**src/rtl/jtag_cmd_exec.sv**
```systemverilog
// jtag_cmd_exec: executes TAP-issued opcodes as single bus transactions.
// Optional bus timeout is compiled in by defining JTAG_CMD_TIMEOUT_EN.
module jtag_cmd_exec #(
  parameter int DATA_W      = 32,
  parameter int ADDR_W      = 32,
  parameter int TIMEOUT_CYC = 255
) (
  input  logic              tck,
  input  logic              trst,
  input  logic [7:0]        userOp,
  input  logic              userOp_ready,
  input  logic [DATA_W-1:0] userData_out,
  output logic [DATA_W-1:0] userData_in,
  output logic              bus_req,
  output logic              bus_we,
  output logic [ADDR_W-1:0] bus_addr,
  output logic [DATA_W-1:0] bus_wdata,
  input  logic [DATA_W-1:0] bus_rdata,
  input  logic              bus_ack,
  output logic              busy,
  output logic              err
);

  localparam logic [7:0] OP_NOP       = 8'h00;
  localparam logic [7:0] OP_SETADDR   = 8'h01;
  localparam logic [7:0] OP_WRITE     = 8'h02;
  localparam logic [7:0] OP_READ      = 8'h03;
  localparam logic [7:0] OP_WRITE_INC = 8'h04;
  localparam logic [7:0] OP_READ_INC  = 8'h05;
  localparam logic [7:0] OP_STATUS    = 8'h06;
  localparam logic [7:0] OP_CLRERR    = 8'h07;

  typedef enum logic [1:0] {
    IDLE = 2'd0,
    BUS  = 2'd1,
    DONE = 2'd2
  } state_t;

  state_t            state;
  state_t            state_nxt;
  logic              ready_p1;
  logic              accept;
  logic              bus_op;
  logic              cmd_inc;
  logic              ovr;
  logic              timeout_seen;
  logic              tmo_hit;
  logic [ADDR_W-1:0] addr;
  logic [DATA_W-1:0] status_word;

  // Stage p0 -> p1: opcode strobe edge detect
  assign accept = userOp_ready & ~ready_p1;
  assign bus_op = (userOp >= OP_WRITE) && (userOp <= OP_READ_INC);

  always_comb begin
    status_word = '0;
    status_word[DATA_W-1:DATA_W-4] = {busy, err, ovr, timeout_seen};
  end

  always_comb begin
    state_nxt = state;
    case (state)
      IDLE:    if (accept && bus_op) state_nxt = BUS;
      BUS:     if (bus_ack || tmo_hit) state_nxt = DONE;
      DONE:    state_nxt = IDLE;
      default: state_nxt = IDLE;
    endcase
  end

  // bus_req/busy are flopped from the next state so they never glitch on
  // the two-bit BUS->DONE transition.
  always_ff @(posedge tck or negedge trst) begin
    if (!trst) begin
      state    <= IDLE;
      ready_p1 <= 1'b0;
      bus_req  <= 1'b0;
      busy     <= 1'b0;
    end else begin
      state    <= state_nxt;
      ready_p1 <= userOp_ready;
      bus_req  <= (state_nxt == BUS);
      busy     <= (state_nxt != IDLE);
    end
  end

  always_ff @(posedge tck or negedge trst) begin
    if (!trst) begin
      addr        <= '0;
      bus_addr    <= '0;
      bus_we      <= 1'b0;
      bus_wdata   <= '0;
      userData_in <= '0;
      cmd_inc     <= 1'b0;
      err         <= 1'b0;
      ovr         <= 1'b0;
    end else begin
      if (accept) begin
        if (state != IDLE) begin
          ovr <= 1'b1;
        end else begin
          case (userOp)
            OP_NOP: ;
            OP_SETADDR: addr <= userData_out[ADDR_W-1:0];
            OP_WRITE, OP_WRITE_INC: begin
              bus_addr  <= addr;
              bus_we    <= 1'b1;
              bus_wdata <= userData_out;
              cmd_inc   <= (userOp == OP_WRITE_INC);
            end
            OP_READ, OP_READ_INC: begin
              bus_addr <= addr;
              bus_we   <= 1'b0;
              cmd_inc  <= (userOp == OP_READ_INC);
            end
            OP_STATUS: userData_in <= status_word;
            OP_CLRERR: begin
              err <= 1'b0;
              ovr <= 1'b0;
            end
            default: err <= 1'b1;
          endcase
        end
      end
      if (state == BUS) begin
        if (bus_ack) begin
          if (!bus_we) userData_in <= bus_rdata;
        end else if (tmo_hit) begin
          // an aborted transfer must not advance the address
          err     <= 1'b1;
          cmd_inc <= 1'b0;
        end
      end
      if (state == DONE && cmd_inc) begin
        addr <= addr + ADDR_W'(4);
      end
    end
  end

`ifdef JTAG_CMD_TIMEOUT_EN
  localparam int CNT_W = (TIMEOUT_CYC < 2) ? 1 : $clog2(TIMEOUT_CYC + 1);

  logic [CNT_W-1:0] tmo_cnt;

  assign tmo_hit = (state == BUS) && !bus_ack && (tmo_cnt == CNT_W'(TIMEOUT_CYC - 1));

  always_ff @(posedge tck or negedge trst) begin
    if (!trst) begin
      tmo_cnt      <= '0;
      timeout_seen <= 1'b0;
    end else begin
      if (state == BUS && !tmo_hit) tmo_cnt <= tmo_cnt + CNT_W'(1);
      else                          tmo_cnt <= '0;
      if (tmo_hit) timeout_seen <= 1'b1;
    end
  end
`else
  assign tmo_hit      = 1'b0;
  assign timeout_seen = 1'b0;
`endif

endmodule

```
**config.mk**
```make
export PLATFORM = sky130hd
export DESIGN_NAME = jtag_cmd_exec
export DESIGN_NICKNAME = d
export VERILOG_FILES = /design/src/rtl/jtag_cmd_exec.sv
export SDC_FILE = /design/constraint.sdc
export NUM_CORES = 1
export LEC_CHECK = 0
export ABC_CLOCK_PERIOD_IN_PS = 6100
export BUFFER_PORTS_ARGS = -buffer_cell sky130_fd_sc_hd__buf_2
export CORE_AREA = 2 2 109 111
export DETAILED_ROUTE_END_ITERATION = 8
export DIE_AREA = 0 0 111 113
export GPL_TIMING_DRIVEN = 0
export PLACE_DENSITY_LB_ADDON = 0.3
export SYNTH_ARGS = -nofsm -noshare
export SYNTH_HDL_FRONTEND = slang
export SYNTH_SLANG_ARGS = --single-unit
export TNS_END_PERCENT = 100
```
**constraint.sdc**
```tcl
create_clock -name tck -period 6.1 [get_ports tck]
set_input_delay 0.61 -clock tck [delete_from_list [all_inputs] [get_ports tck]]
set_output_delay 0.61 -clock tck [all_outputs]
set_load 0.01 [all_outputs]
```
==> results of run 1 <==
report_power, final:
part	switching, W	total, W	internal [W]	leakage (nW)
Clock	0.000392	0.00112	0.000728	0.309
Combinational	0.000171	0.000298	0.000127	1.92
Sequential	0.0000545	0.00103	0.000977	1.74
Total	0.000617	0.00245	0.00183	3.97
how the worst min path moves through the flow:
stage,cells past startpoint,end,slack [ps],from
floorplan,0,addr[0],310,trst
global placement,2,addr[1],450,addr[1]
detailed placement,2,addr[0],460,addr[0]
CTS,1,userData_in[28],110,trst
global route,1,userData_in[28],140,trst
finish,1,userData_in[28],110,trst
metal layers:
| metal | vias up | wire length, um | global-route usage, % |
|---|---|---|---|
| met3 | 24 | 1110 | 8.03 |
| li1 | 2410 | - | - |
| met2 | 227 | 7830 | 43.4 |
| met4 | 0 | 308 | 9.25 |
| met1 | 2557 | 6770 | 33.7 |
| met5 | - | 0 | 0 |
cells by family after synthesis:
| group | share of synthesized area, % |
|---|---|
| mux | 13.7 |
| compound gates | 8.04 |
| xor+xnor | 0.716 |
| flops | 56.0 |
| buf+inv | 3.21 |
| simple gates | 18.1 |
| fa+ha+maj | 0.204 |
cell usage after synthesis, types with 7 or more instances:
cell type / count
o211ai_1: 14
nand2_1: 92
buf_2: 10
mux2_1: 29
dfrtp_1: 137
mux2_2: 35
nand3_1: 40
nand4_1: 16
nor2_1: 25
clkbuf_1: 24
and2_1: 8
mux2i_1: 12
o311ai_0: 7
o21ai_0: 37
worst max-delay path, cell delays in order (launching register included):
cell and delay (ps):
dfrtp_1 360, buf_2 170, or4b_1 460, buf_2 190
nor4_4 680, nor2b_1 220, buf_4 220, buf_6 200
mux2_1 340
through the flow:
stage	util, %	total power [W]	area [um2]	worst slack (ps)
2_1_floorplan	-	0.00120	6120	3440
3_3_place_gp	63.6	0.00132	7170	2580
3_5_place_dp	63.9	0.00134	7200	2740
4_1_cts	69.7	0.00246	7850	3130
5_1_grt	69.7	0.00254	7850	3010
6_report	69.7	0.00245	7850	3150
flip-flops by register name, summed over array words and instances (netlist names), 2 cells and up:
signal,flops
addr,32
bus_addr,32
bus_wdata,32
state,2
userData_in,32
final cells by class:
cell class	instances	area, um2
Multi-Input combinational cell	383	2490
Tap cell	143	179
Clock buffer	22	484
Clock inverter	10	165
Timing Repair Buffer	175	905
Sequential cell	137	3430
Inverter	3	11.3
Fill cell	829	3420
Buffer	39	185
==> results.toml, run 1 <==
[run_status]
status = "completed"

[floorplan]
coreArea_mm2 = 0.0113
dieArea_mm2 = 0.0125
die_height_um = 113
die_x_um = 111
io_pins = 176
initial_utilization_pct = 54.3
num_rows = 39

[cts]
htree_num_levels = 4
tritoncts = "done"
cts-root-buf = "clkbuf_16"
cts-resized-gates = 0
cts_sinks = 137
post-cts-setup-buffers = 0
clk_latency_ps = 430
numCtsBuffers = 17
cts_buffer_depth = 2
ctsHoldBuffers = 0
cts.clk_slew.worst_paths_ps = 50

[global_route]
grt_max_degree = 93
antenna_found_initial = 0
grt_usage_pct = 26.4
grt.overflow.total = 0
grt_pass1_vias = 5141
grt_pass1_wl_um = 26200

[placement]
io_buffers = 174
dp_hpwl_um = 11600
dp_cells = 880
place_congestion = 0.942

[yosys]
syn_avg_cell_area_um2 = 10.9
yosysUniqueCellTypes = 46
synthTopCellsByArea = "dfrtp_1 56%, mux2_2 6.4%, nand2_1 5.6%, mux2_1 5.3%, nand3_1 3.3%"
async_flop_share_pct = 100
yosysSeqAreaShare_pct = 56.0
synth_top_area_share_pct = 56.0
synth_area_mm2 = 0.00612
ys_warn_count = 0
synthFlopType = "dfrtp_1"
synth-edff-count = 0
synthCells = 562
yosysTopAreaCell = "dfrtp_1"
ys_seq_elements = 137
syn_nets = 639

[sta]
slew_headroom_pct = 46.4
rsz0062_at_grt = "no"
setup_violations = 0
period_share_pct = 48.3
fmax_ghz = 0.339
period_needed_ps = 2950
hold_viol_final = 0
finalClockSkew_ps = 7.56
slew_viol_final = 0
finalSetupTns_ps = 0
worst_slew_pin_slew_ps = 798
hold_ws_ps = 115

[critical_path]
arrival_ps = 3250
worstPathMaxFanout = 10
critical_path_class = "reg -> reg"
cp.required_ps = 6400
crit_end = "bus_wdata[19]"
reg2reg_depth = 8
r2r_start = "state[1]"
startpoint_type = "flip-flop"
end_kind = "flip-flop"
reg2reg_slack_ps = 3150
r2r_end = "bus_wdata[19]"
startpoint = "state[1]"

[route]
avgRoutedWirePerCell_um = 17.6
routed_via_density = 5.72
drtIter0Drc = 468
firstDrtPassIters = 5
drtAntennaViolNets = 0
drt_drc_violations_left = 0
drt_wl_total_um = 16000
dr_total_vias = 5218

[cells_and_area]
syn_to_final_growth_pct = 28.3
final_common_cell = "buf_2"
diodes = 0
drive_above_1_share_pct = 33.7
layout_common_cells = "183 x buf_2, 137 x dfrtp_1, 92 x nand2_1, 40 x nand3_1, 37 x o21ai_0"
instances_no_fill = 912
fin_nets = 833

[power_and_ir_drop]
leakagePower_nw = 3.97
ir_drop_mv = 0.250
powerDensity_mw_per_mm2 = 312

[flow_run]
maxCapViolCount = 0

[min_path]
hp-class = "in -> async"
Power figures use the tool's default switching activity.
==> run 2, diff against run 1 <==
--- a/config.mk
+++ b/config.mk
@@ -5,11 +5,11 @@
 export SDC_FILE = /design/constraint.sdc
 export NUM_CORES = 1
 export LEC_CHECK = 0
-export ABC_CLOCK_PERIOD_IN_PS = 6100
+export ABC_CLOCK_PERIOD_IN_PS = 2990
 export BUFFER_PORTS_ARGS = -buffer_cell sky130_fd_sc_hd__buf_2
-export CORE_AREA = 2 2 109 111
+export CORE_AREA = 2 2 112 114
 export DETAILED_ROUTE_END_ITERATION = 8
-export DIE_AREA = 0 0 111 113
+export DIE_AREA = 0 0 114 116
 export GPL_TIMING_DRIVEN = 0
 export PLACE_DENSITY_LB_ADDON = 0.3
 export SYNTH_ARGS = -nofsm -noshare
==> constraint.sdc (replaced) <==
create_clock -name tck -period 2.99 [get_ports tck]
set_input_delay 0.299 -clock tck [delete_from_list [all_inputs] [get_ports tck]]
set_output_delay 0.299 -clock tck [all_outputs]
set_load 0.01 [all_outputs]
==> run 2 against run 1 <==
Critical path depth did not move; final cell count is 0.33% higher; non-clock buffer count grew 3; largest power group is now sequential cells; clock power increased by 74%.
==> results.toml, run 2 (synthesis results as in run 1) <==
[run_status]
status = "completed"

[sta]
setup_violations = 0
finalSetupTns_ps = 0
layout_setup_ws_ps = 262
slew_viol_final = 0
fmax_ghz = 0.367
slew_headroom_pct = 52.3
finalClockSkew_ps = 10.8
period_share_pct = 91.2
rsz0062_at_grt = "no"
hold_viol_final = 0
worst_slew_pin_slew_ps = 709
period_needed_ps = 2730

[critical_path]
cp.required_ps = 3340
end_kind = "flip-flop"
worstPathMaxFanout = 10
reg2reg_depth = 8
r2r_end = "addr[16]"
r2r_start = "state[1]"
critical_path_class = "reg -> reg"
arrival_ps = 3080
reg2reg_slack_ps = 260
startpoint_type = "flip-flop"

[cells_and_area]
diodes = 0
syn_to_final_growth_pct = 27.1
fin_nets = 836
drive_above_1_share_pct = 33.2
fillers = 993
layout_common_cells = "183 x buf_2, 137 x dfrtp_1, 92 x nand2_1, 40 x nand3_1, 37 x o21ai_0"
final_common_cell = "buf_2"

[route]
avgRoutedWirePerCell_um = 17.7
routed_via_density = 5.68
drtIter0Drc = 399
dr_total_vias = 5197
drt_drc_violations_left = 0
drtAntennaViolNets = 0
drt_wl_total_um = 16200
firstDrtPassIters = 5

[placement]
place_congestion = 0.871
dp_hpwl_um = 11900
dp_slack_ps = -119
io_buffers = 174

[power_and_ir_drop]
leakagePower_nw = 3.95
ir_drop_mv = 0.433
powerDensity_mw_per_mm2 = 600
pwr-share-seq_pct = 45.1
p_int_w = 0.00349
swShare_pct = 25.3
switchingPower_w = 0.00118
clkPwrFrac_pct = 41.9
p_comb_share_pct = 13.1

[min_path]
min_from = "userOp_ready"
min_path_cells = 1
hp-class = "in -> reg"
whs_endpoint = "ready_p1"

[cts]
numCtsBuffers = 17
cts.clk_slew.worst_paths_ps = 50
tritoncts = "done"
htree_num_levels = 4
clk_latency_ps = 420
cts_buffer_depth = 2
cts-root-buf = "clkbuf_16"
cts_sinks = 137

[global_route]
grt_pass1_vias = 5118
grt_max_degree = 103
grt.overflow.total = 0
grt_pass1_wl_um = 26000
antenna_found_initial = 0
grt_usage_pct = 25.4

[flow_run]
maxCapViolCount = 0

[floorplan]
initial_utilization_pct = 51.4
coreArea_mm2 = 0.0119
io_pins = 176
dieArea_mm2 = 0.0132
die_height_um = 116
num_rows = 40
die_x_um = 114
run 2: cell types whose count changed in the layout (fill, tap and decap cells not counted), sizes merged:
cell / before / now
clkinv: 3 / 2
bufinv: 4 / 1
dlygate4sd3: 0 / 1
clkbuf: 46 / 49
clkinvlp: 3 / 0
buf: 190 / 192
run 2: worst max-delay path: stages (launching register included):
cell and delay, ps:
dfrtp_1 350, buf_2 160, or4b_1 450, buf_2 190
nor4_1 550, clkbuf_1 440, buf_2 310, nand2_1 120
nand3_1 80
run 2: cell type report:
type | count | area [um2] | share of cell area [%]
clock buffer | 25 | 505 | 6.50
sequential | 137 | 3430 | 44.1
tap | 147 | 184 | 2.36
multi-input combinational | 383 | 2490 | 32.1
inverter | 3 | 11.3 | 0.145
buffer | 39 | 185 | 2.38
timing repair buffer | 178 | 930 | 12.0
clock inverter | 3 | 40.0 | 0.515
run 2: stage by stage:
stage,hold slack (ps),cell area (um2),utilization [%],cells,total power [W]
after global routing,23.5,7780,65.3,915,0.00486
after global placement,434,7170,60.2,883,0.00271
after floorplan,3.41,6120,-,562,0.00244
after CTS,21.7,7760,65.2,913,0.00470
after detailed placement,215,7210,60.5,884,0.00274
final,33.7,7780,65.3,915,0.00467
run 2: worst max path at each step:
stage                         end  cells after the start  slack [ps]  startpoint
global route              addr[5]                      8         170    state[1]
CTS                 bus_wdata[21]                      8          40    state[1]
floorplan           bus_wdata[10]                      8         600    state[1]
finish                   addr[16]                      8         260    state[1]
global placement     bus_addr[11]                      1        -220        trst
detailed placement  bus_wdata[18]                      8        -120   userOp[7]
run 2: timing repair:
| item | in CTS | in global routing |
|---|---|---|
| pin swaps | 1 | 1 |
| gates resized for setup | 0 | 0 |
| setup buffers | 0 | 2 |
| endpoints found under the setup margin | 10 | 29 |
| hold endpoints to repair | 35 | 0 |
| cloned | 0 | 0 |
| hold buffers | 1 | 0 |
run 2: power groups by stage:
stage          clock network [W]  logic, W  registers [W]
2_1_floorplan                  0  0.000286        0.00216
3_5_place_dp                   0  0.000606        0.00213
5_1_grt                  0.00206  0.000677        0.00212
3_3_place_gp                   0  0.000581        0.00213
6_report                 0.00195  0.000610        0.00210
4_1_cts                  0.00198  0.000613        0.00210
run 2: metal layers:
metal / share of wire (%) / track usage (%)
met1: 42 / 32.9
met2: 48 / 40.9
met3: 7.5 / 6.28
met4: 3.1 / 11.3
met5: 0 / 0
==> run 3, diff against run 2 <==
--- a/config.mk
+++ b/config.mk
@@ -10,7 +10,6 @@
 export CORE_AREA = 2 2 112 114
 export DETAILED_ROUTE_END_ITERATION = 8
 export DIE_AREA = 0 0 114 116
-export GPL_TIMING_DRIVEN = 0
 export PLACE_DENSITY_LB_ADDON = 0.3
 export SYNTH_ARGS = -nofsm -noshare
 export SYNTH_HDL_FRONTEND = slang
==> run 3 against run 2 <==
Non-clock buffer count down 28; flip-flop and latch count unchanged; utilization down 0.56 points; register-to-register slack better by 310 ps; global-route usage down 1.7 points; first-iteration DRC count down 8.5%; die area unchanged; maximum frequency up 13%; final cell count down 2.6%; final area down 0.85%; hold slack better by 9.5 ps; routed wire length down 5.4%.
==> results.toml, run 3 (synthesis results as in run 1) <==
[min_path]
hp-class = "in -> reg"
min_from = "userOp_ready"

[sta]
hold_viol_final = 0
fmax_ghz = 0.414
period_needed_ps = 2420
hold_ws_ps = 43.2
period_share_pct = 80.9
slew_viol_final = 0
finalSetupTns_ps = 0
slew_headroom_pct = 28.9
rsz0062_at_grt = "no"
setup_violations = 0
worst_slew_pin_slew_ps = 1070
finalClockSkew_ps = 5.22

[floorplan]
coreArea_mm2 = 0.0119
io_pins = 176
die_height_um = 116
num_rows = 40
initial_utilization_pct = 51.4
die_x_um = 114
dieArea_mm2 = 0.0132

[critical_path]
worstPathMaxFanout = 27
startpoint_type = "flip-flop"
end_kind = "flip-flop"
cp.required_ps = 3270
startpoint = "state[1]"
critical_path_class = "reg -> reg"
arrival_ps = 2700
r2r_start = "state[1]"

[power_and_ir_drop]
leakagePower_nw = 3.91
p_comb_share_pct = 12.6
clkPwrFrac_pct = 41.8
p_int_w = 0.00345
swShare_pct = 25.9
switchingPower_w = 0.00121
powerDensity_mw_per_mm2 = 604
ir_drop_mv = 0.379
finalPower_w = 0.00466
pwr-share-seq_pct = 45.5

[flow_run]
maxCapViolCount = 0

[cts]
cts.clk_slew.worst_paths_ps = 50
htree_num_levels = 4
clk_latency_ps = 420
numCtsBuffers = 17
cts_buffer_depth = 2
cts_sinks = 137
tritoncts = "done"
cts-root-buf = "clkbuf_16"
cts-resized-gates = 0

[route]
routed_via_density = 5.64
drtIter0Drc = 365
firstDrtPassIters = 5
drtAntennaViolNets = 0
drt_drc_violations_left = 0
dr_total_vias = 5025
avgRoutedWirePerCell_um = 17.2
drt_wl_total_um = 15300

[placement]
dp_hpwl_um = 10800
place_congestion = 0.834
io_buffers = 175
dp_cells = 858

[cells_and_area]
instances_no_fill = 891
syn_to_final_growth_pct = 26.0
layout_common_cells = "174 x buf_2, 137 x dfrtp_1, 92 x nand2_1, 40 x nand3_1, 37 x o21ai_0"
post-route-util_pct = 64.7
fin_nets = 808
final_common_cell = "buf_2"
diodes = 0
drive_above_1_share_pct = 34.7

[global_route]
grt_max_degree = 59
grt_pass1_vias = 4852
antenna_found_initial = 0
grt.overflow.total = 0
grt_pass1_wl_um = 24500
grt_usage_pct = 23.7

[run_status]
status = "completed"
run 3: routing by layer:
layer / global-route usage (%) / up-vias / routed length [um]
met3: 7.53 / 19 / 1110
met2: 39.1 / 185 / 7460
met5: 0 / - / 0
li1: - / 2364 / -
met1: 29.9 / 2457 / 6560
met4: 8.05 / 0 / 176
run 3: repair_timing:
item / CTS / global route
hold buffers: 1 / 0
setup buffers: 0 / 0
setup endpoints to repair: 0 / 0
hold endpoints to repair: 52 / 0
run 3: stage by stage:
step,instance area [um2],worst slack [ps]
finish,7710,572
global route,7710,458
CTS,7710,568
detailed placement,7150,555
global placement,7150,609
floorplan,6120,600
run 3: area by class of cell:
class,instances,area [um2]
clock buffers,24,482
clock inverters,8,70.1
fillers,949,4200
inverters,3,11.3
multi-input cells,383,2520
flip-flops and latches,137,3430
well taps,147,184
repair buffers,189,1010
run 3: final timing paths:
path                       slack [ps]  cells after the start               to
hold reg to reg                   470                      2          addr[0]
max in group asynchronous        1810                      3    bus_wdata[20]
hold / removal                     40                      1         ready_p1
setup / recovery                  570                      5         addr[25]
min in group asynchronous         400                      2  userData_in[31]
setup reg to reg                  570                      5         addr[25]
run 3: worst max-delay path: stages (launching register included):
cell	delay [ps]
dfrtp_1	460
or4b_1	700
or4_1	550
buf_4	270
mux2i_1	210
nand3_1	90
run 3: power groups by stage:
stage,registers [W],clock network (W),logic (W)
3_5_place_dp,0.00215,0,0.000586
5_1_grt,0.00214,0.00207,0.000648
3_3_place_gp,0.00214,0,0.000566
6_report,0.00212,0.00195,0.000588
2_1_floorplan,0.00216,0,0.000286
4_1_cts,0.00212,0.00198,0.000593
